### src/rtl/bnn_pkg.sv
// bnn_pkg: shared types and sizes for the binary CNN datapath.
// Reused by conv, pool_bin and downstream binary layers.
package bnn_pkg;

  localparam int DW     = 32;
  localparam int W0     = 24;
  localparam int W1     = 8;
  localparam int THRESH = 0;

  typedef logic signed [DW-1:0] conv_data_t;

  typedef enum logic {
    IDLE,
    RUN
  } pool_st_e;

endpackage

### src/rtl/pool_line_buf.sv
// pool_line_buf: single-port line buffer holding one row of
// horizontal 2:1 maxima; registered write, combinational read.
module pool_line_buf #(
  parameter int DEPTH = 12,
  parameter int DW    = 32,
  parameter int AW    = $clog2(DEPTH)
) (
  input  logic          clk,
  input  logic          we,
  input  logic [AW-1:0] addr,
  input  logic [DW-1:0] wdata,
  output logic [DW-1:0] rdata
);

  logic [DW-1:0] mem [DEPTH];

  // contents are don't-care until written on an even row
  always_ff @(posedge clk) begin
    if (we) mem[addr] <= wdata;
  end

  assign rdata = mem[addr];

endmodule

### src/rtl/pool_bin.sv
// pool_bin: streaming 2x2/stride-2 max-pool with sign binarization
// on conv's raster-order result stream; no backpressure.
module pool_bin
  import bnn_pkg::*;
#(
  parameter int DW     = bnn_pkg::DW,
  parameter int W0     = bnn_pkg::W0,
  parameter int W1     = bnn_pkg::W1,
  parameter int THRESH = bnn_pkg::THRESH
) (
  input  logic                 clk,
  input  logic                 rstn,
  input  logic                 state,
  input  logic signed [DW-1:0] in_data,
  input  logic                 in_valid,
  input  logic                 in_done,
  output logic signed [DW-1:0] out_data,
  output logic                 out_bit,
  output logic                 out_valid,
  output logic                 out_done,
  output logic                 busy,
  output logic                 err
);

  localparam int AW = $clog2(W0/2);

  typedef logic signed [DW-1:0] data_t;

  pool_st_e    st, st_nx;
  logic [4:0]  col, row;
  logic [4:0]  wm1;
  logic        wsel, wcur;
  logic        first, last_col;
  logic        frame_end, clr;
  logic        lb_we, emit;
  logic [AW-1:0] lb_addr;
  logic [DW-1:0] lb_rd;
  data_t       hold, pmax, res;

  // frame size is taken from state only at (0,0)
  assign first     = (row == '0) && (col == '0);
  assign wcur      = first ? state : wsel;
  assign wm1       = wcur ? 5'(W1-1) : 5'(W0-1);
  assign last_col  = (col == wm1);
  assign frame_end = in_valid && last_col && (row == wm1);
  assign clr       = frame_end || (in_valid && in_done);

  assign pmax    = (in_data > hold) ? in_data : hold;
  assign lb_addr = AW'(col >> 1);
  assign lb_we   = in_valid && !row[0] && col[0];
  assign emit    = in_valid && row[0] && col[0];
  assign res     = (data_t'(lb_rd) > pmax) ? data_t'(lb_rd) : pmax;

  pool_line_buf #(
    .DEPTH (W0/2),
    .DW    (DW),
    .AW    (AW)
  ) u_lbuf (
    .clk   (clk),
    .we    (lb_we),
    .addr  (lb_addr),
    .wdata (pmax),
    .rdata (lb_rd)
  );

  always_ff @(posedge clk or negedge rstn) begin
    if (!rstn) st <= IDLE;
    else       st <= st_nx;
  end

  always_comb begin
    st_nx = st;
    busy  = 1'b0;
    unique case (st)
      IDLE: begin
        if (in_valid && !clr) st_nx = RUN;
      end
      RUN: begin
        busy = 1'b1;
        if (clr) st_nx = IDLE;
      end
      default: st_nx = IDLE;
    endcase
  end

  always_ff @(posedge clk or negedge rstn) begin
    if (!rstn) begin
      col  <= '0;
      row  <= '0;
      wsel <= 1'b0;
      hold <= '0;
    end else if (in_valid) begin
      if (first) wsel <= state;
      if (!col[0]) hold <= in_data;
      if (clr) begin
        col <= '0;
        row <= '0;
      end else if (last_col) begin
        col <= '0;
        row <= row + 5'd1;
      end else begin
        col <= col + 5'd1;
      end
    end
  end

  always_ff @(posedge clk or negedge rstn) begin
    if (!rstn) begin
      out_data  <= '0;
      out_bit   <= 1'b0;
      out_valid <= 1'b0;
      out_done  <= 1'b0;
      err       <= 1'b0;
    end else begin
      out_valid <= emit;
      out_done  <= frame_end;
      if (emit) begin
        out_data <= res;
        out_bit  <= (res >= data_t'(THRESH));
      end
      if (in_valid && in_done && !frame_end) err <= 1'b1;
    end
  end

endmodule

### config.mk
export PLATFORM = sky130hd
export DESIGN_NAME = pool_bin
export DESIGN_NICKNAME = d
export VERILOG_FILES = /design/src/rtl/bnn_pkg.sv /design/src/rtl/pool_line_buf.sv /design/src/rtl/pool_bin.sv
export SDC_FILE = /design/constraint.sdc
export NUM_CORES = 1
export LEC_CHECK = 0
export ABC_CLOCK_PERIOD_IN_PS = 4800
export BUFFER_PORTS_ARGS = -buffer_cell sky130_fd_sc_hd__buf_2
export CAP_MARGIN = 10
export CORE_UTILIZATION = 62
export CTS_CLUSTER_DIAMETER = 120
export DETAILED_ROUTE_END_ITERATION = 10
export GPL_TIMING_DRIVEN = 0
export PLACE_DENSITY = 0.84
export SLEW_MARGIN = 20
export SYNTH_ARGS = -nofsm -noshare
export SYNTH_HDL_FRONTEND = slang
export SYNTH_SLANG_ARGS = --single-unit
### constraint.sdc
create_clock -name clk -period 4.8 [get_ports clk]
set_input_delay 0.96 -clock clk [delete_from_list [all_inputs] [get_ports clk]]
set_output_delay 0.96 -clock clk [all_outputs]
set_load 0.1 [all_outputs]
Word-level counts from Yosys, hierarchy flattened
Memories as Yosys holds them, arrays and structs flattened.
Index checks and enable logic that the tools add are counted.
{"block": "op_classes", "addsub": 2, "multipliers": 0, "div_mod_pow": 0, "order_cmp": 3, "eq_ne": 2, "n_shift": 0, "n_mux": 14, "bitwise": 2, "reduce_logical": 19}
{"cell": "$gt 32x32->1", "n": 2}
{"cell": "$mux 32", "n": 2}
{"cell": "$ge 32x1->1 const B", "n": 1}
{"cell": "$mux 5", "n": 5}
{"cell": "$add 5x1->5 const B", "n": 2}
{"cell": "$eq 5x5->1", "n": 2}
{"cell": "$logic_and 1x1->1", "n": 10}
{"cell": "$logic_not 5->1", "n": 2}
{"cell": "$mux 1", "n": 6}
{"cell": "$reduce_and 2->1", "n": 2}
{"cell": "$logic_not 1->1", "n": 3}
{"cell": "$not 1->1", "n": 2}
{"cell": "$pmux 1 s2", "n": 1}
{"cell": "$reduce_bool 2->1", "n": 1}
{"cell": "$logic_or 1x1->1", "n": 1}
{"block": "totals", "register_bits": 80, "latch_bits": 0, "ram_bits": 384, "romBits": 0, "in_bits": 37, "output_inout_bits": 37, "n_memories": 1}
{"name": "u_lbuf.mem", "words": 12, "width": 32, "rd": 1, "rd_ports_with_merged_regs": 0, "write_ports": 1, "line": "pool_line_buf.sv:15", "rtl": "logic [DW-1:0] mem [DEPTH];"}

Logic depth before layout (Yosys ltp)
{"block": "depth", "word_depth": 12, "depth_mapped": 21}

Modules after synthesis
From an unflattened synthesis, not the netlist that was laid out.
{"block": "unflattened", "cells_unflattened": 1353, "area_unflattened_um2": 20518.4}
{"mod": "pool_line_buf", "n_inst": 1, "cells_each": 737, "area_per_inst_um2": 14889.3, "seq_area_each_um2": 11531.1}
{"mod": "pool_bin", "n_inst": 1, "cells_each": 616, "area_per_inst_um2": 5629.1, "seq_area_each_um2": 2001.9}

Worst setup path before layout
No wires, ideal clock.
{"block": "synth_path", "kind": "input to register", "from": "in in_data[31]", "to": "reg out_data[10]", "arrival_ps": 4877, "required_ps": 4713, "setup_slack_ps": -163, "cell_stages": 17, "n_path_buf": 4, "path_cell_list": "ha_1 -> buf_2 -> a21boi_1 -> a211oi_2 -> and2_1 -> buf_4 -> clkbuf_1 -> o22a_1 -> nor2_1 -> a311oi_1 -> ha_1 -> nand4_1 -> or4_1 -> o22ai_1 -> o21ai_0 -> clkbuf_1 -> o211ai_1"}
{"block": "synth_via", "elab_chain_cells": 4}
{"element": "start: declaration", "line": "pool_bin.sv:14", "rtl": "input logic signed [DW-1:0] in_data,"}
{"element": "$gt 32x32->1", "line": "pool_bin.sv:48", "rtl": "assign pmax = (in_data > hold) ? in_data : hold;"}
{"element": "$mux 32", "line": "pool_bin.sv:48"}
{"element": "named net pmax[0]", "line": "pool_bin.sv:38", "rtl": "data_t hold, pmax, res;"}
{"element": "$gt 32x32->1", "line": "pool_bin.sv:52", "rtl": "assign res = (data_t'(lb_rd) > pmax) ? data_t'(lb_rd) : pmax;"}
{"element": "$mux 32", "line": "pool_bin.sv:52"}
{"element": "end signal: assignment", "line": "pool_bin.sv:118", "rtl": "out_data <= res;"}
{"element": "end: declaration", "line": "pool_bin.sv:17", "rtl": "output logic signed [DW-1:0] out_data,"}
The timed path passes the listed nets, and every way through them passes these cells.
A chain may end at the register's enable or synchronous reset.

Final worst setup path
{"block": "layout_path", "from": "in in_data[23]", "to": "reg out_data[13]"}
{"block": "layout_via", "elab_chain_cells": 4}
{"element": "$gt 32x32->1", "line": "pool_bin.sv:48"}
{"element": "$mux 32 (*)", "line": "pool_bin.sv:48"}
{"element": "$gt 32x32->1", "line": "pool_bin.sv:52"}
{"element": "$mux 32 (*)", "line": "pool_bin.sv:52"}
Every way passes the cells marked *; elsewhere a longest branch is shown, timed or not.

==> results.py <==
metrics = {
    "status": {
        "status": "complete, but fails checks",
        "violations": "negative setup slack",
    },
    "detailed_routing": {
        "vias": 14807,
        "dr.pass1.iters": 6,
        "drtIter0Drc": 2604,
        "drt_wl_total_mm": 64.2,
        "routedWlPerCell_um": 32.1,
        "ant_nets": 0,
        "drc": 0,
        "via_per_inst": 7.41,
    },
    "critical_path": {
        "path_cells": "buf_2, ha_1, a21oi_1, o21ai_0, a2bb2oi_2, and2_1, buf_4, a21boi_4, nand3b_4, buf_12, buf_12, o221ai_4, ha_4, nand4_1, nor4_4, buf_4, nand3_1, o22ai_4, nor2_4, buf_12, buf_8, nand3_1, o211ai_1",
        "cp.required_ps": 5230,
        "cp_num_buf_inv": 7,
        "r2r_slack_ps": -390,
        "cp_max_fo": 10,
        "critPathLaunchType": "primary input",
        "rr_startpoint": "hold[23]",
        "cpPeakStageDelay_ps": 400,
        "reg2reg_depth": 23,
        "path_class": "primary input to register",
        "crit_arrival_ps": 5670,
        "worst_r2r_endpoint": "out_data[13]",
        "critPathTopFamily": "compound AO/OA/AOI/OAI gates",
        "cp-end-kind": "register",
        "crit_path_frequent_cell": "buf_12",
        "critPathSlowestCell": "nor4_4",
    },
    "synth": {
        "synth_top_cell_area_share_pct": 56.1,
        "ys_ff_latch": 464,
        "syn_inst": 1345,
        "synth_top_area_cell": "edfxtp_1",
        "synth_area_leaders": "edfxtp_1 (56%), mux4_2 (11%), dfrtp_1 (9.7%)",
        "ys_seq_area_share_pct": 65.9,
        "avgSynthCellArea_sq_um": 15.3,
        "synth_fp_nets": 1450,
        "synth.distinct_cells": 59,
        "synthFlopType": "edfxtp_1",
        "async_flop_share_pct": 17.2,
        "netlist_area_sq_mm": 0.0205,
        "yosysWarnings": 0,
        "synth_edf_count": 384,
    },
    "place": {
        "placedCellCount": 1884,
        "place_worst_setup_slack_ps": -1540,
        "dpl-instance-area_sq_mm": 0.0219,
        "hpwl_mm": 35.2,
        "portBuffers": 72,
        "place_congestion": 0.914,
    },
    "clock_tree": {
        "worstSkewPairLatency_ps": 570,
        "cts_max_level": 2,
        "hold_buffers": 0,
        "cts_tree": "yes",
        "root_buffer": "clkbuf_16",
        "path_clk_slew_ps": 70,
        "cts_buffers": 45,
        "cts_buffer_depth": 3,
        "numClockSinks": 464,
    },
    "layout": {
        "nets": 1627,
        "post_route_cells_drive_above_1_share_pct": 26.7,
        "final_cell_area_sq_mm": 0.0244,
        "diodes": 0,
        "final_util_pct": 75.0,
        "fin_cells": 1999,
        "area_growth_pct": 18.7,
    },
    "global_routing": {
        "use_met2_pct": 56.9,
        "grt_overflow": 0,
        "grtUsageTotal_pct": 34.6,
        "grt_pass1_vias": 14286,
        "grt_use_met3_pct": 7.17,
        "met1_usage_pct": 43.0,
        "grt_pass1_wl_mm": 85.0,
        "grt_max_degree": 48,
        "busiest_layer": "met2",
        "antenna_found_initial": 0,
    },
    "power_and_ir_drop": {
        "leakage_nw": 8.63,
        "peakVddDrop_v": 0.000353,
        "power_density_mw_per_mm2": 548,
        "fin_total_pwr_mw": 13.4,
    },
    "floorplan": {
        "rows": 66,
        "dieArea_sq_mm": 0.0339,
        "pin_count": 74,
        "die_h_um": 184,
        "start_util_pct": 63.1,
        "die_x_um": 184,
        "core-area_sq_mm": 0.0325,
    },
    "timing": {
        "worst_clock_skew_ps": 29.4,
        "finalSetupTns_ps": -11330,
        "fin_ws_ps": -443,
        "timing.fmax_mhz": 191,
        "finalCriticalPeriod_ps": 5240,
        "hold_viol_final": 0,
        "timing.final.crit_share_pct": 109,
        "maxSlewHeadroom_pct": 28.5,
        "tightestPinTransition_ps": 1070,
        "holdWs_ps": 355,
        "maxSlewViolCount": 0,
        "setup_violations": 33,
    },
    "hold_path": {
        "hold_path.class": "primary input to asynchronous set/reset pin",
    },
    "run": {
        "maxCapViolCount": 0,
    },
}
[logic make-up after synthesis]
family | Yosys count | synth area share (%)
multiplexers | 98 | 10.6
AO/OA/AOI/OAI | 231 | 8.52
AND/OR/NAND/NOR | 325 | 7.49
buffers and inverters | 152 | 3.04
adder cells (fa/ha/maj) | 68 | 4.14
flip-flops | 464 | 65.9
XOR/XNOR | 7 | 0.298
[cell type report]
class | instances | area, sq um
clock buffers | 56 | 1190
multi-input cells | 729 | 6980
plain buffers | 75 | 473
well taps | 442 | 553
repair buffers | 130 | 1050
clock inverters | 26 | 329
fillers | 1658 | 8140
inverters | 77 | 289
flip-flops and latches | 464 | 13500
[worst reg2reg max path: stages, from the launching register on]
cell       delay (ps)
dfrtp_1           410
inv_1              80
ha_1              340
a21oi_1           230
o21ai_0           180
a2bb2oi_2         200
and2_1            150
buf_4             140
a21boi_4          260
nand3b_4          220
buf_12            130
buf_12            150
o221ai_4          260
ha_4              390
nand4_1           170
nor4_4            400
buf_4             180
nand3_1           150
o22ai_4           300
nor2_4             90
buf_12            160
buf_8             130
nand3_1           180
o211ai_1          150
[worst max path at each step]
stage | from | to | slack [ps] | cells after the start
floorplan | in_data[31] | out_data[10] | 30 | 19
global placement | in_valid | u_lbuf.mem[3][13] | -1890 | 5
detailed placement | in_data[7] | out_data[17] | -1540 | 19
CTS | in_data[30] | out_data[26] | -30 | 19
global route | in_data[23] | out_data[13] | -660 | 23
finish | in_data[23] | out_data[13] | -440 | 23
[what timing repair did]
item / 4_1_cts / 5_1_grt
setup buffers: 3 / 28
gates cloned: 0 / 2
setup endpoints to repair: 33 / 33
pin swaps: 3 / 36
resized for setup: 26 / 104
[cell usage in the layout, fill, tap and decap left out, types with 11 or more instances in the layout]
cell type,netlist,routed
nand4_1,12,12
o211ai_1,33,33
mux4_2,96,96
ha_4,0,13
o22ai_1,36,35
edfxtp_1,384,384
nand3_1,45,42
buf_2,16,82
clkbuf_16,0,47
inv_1,76,76
o221ai_4,0,15
nor2_1,53,44
o21ai_0,41,38
nand2b_1,32,32
ha_1,68,55
o221ai_2,30,17
clkbuf_2,0,11
nand2_1,152,151
a21oi_1,30,29
a31oi_1,32,32
clkbuf_1,47,42
dfrtp_1,80,80
buf_4,1,43
[state kept, by name, summed over array words and instances, names as in the netlist, 5 cells and up]
name	flops
col	5
u_lbuf.mem	384
hold	32
row	5
out_data	32
[where the power goes]
group	switching [mW]	internal (mW)
clock network	1.58	2.14
logic	3.14	1.33
registers	0.228	4.95
total	4.95	8.42
[cell usage after synthesis (all sizes together), types with 2 or more instances]
cell and count:
o41ai 2, a211oi 2, nand2 152, nand2b 32, a31oi 32, a21o 4
xnor2 3, nor4b 2, and2 2, edfxtp 384, a311oi 2, or4 2
dfrtp 80, o21a 2, a21boi 5, buf 28, inv 76, nor3 9
ha 68, nor4 3, nor2b 4, and4 3, nor2 53, mux4 96
o221ai 32, xor2 4, o21ai 41, o211ai 33, clkbuf 47, a2111o 2
nand4 14, nand3 46, a21oi 30, o22ai 36
[metal layers]
metal / wire length (um) / vias to the layer above
met2: 29300 / 1669
li1: - / 5599
met5: 0 / -
met3: 9050 / 480
met4: 5280 / 0
met1: 20500 / 7059
(Power assumes the default switching activity.)
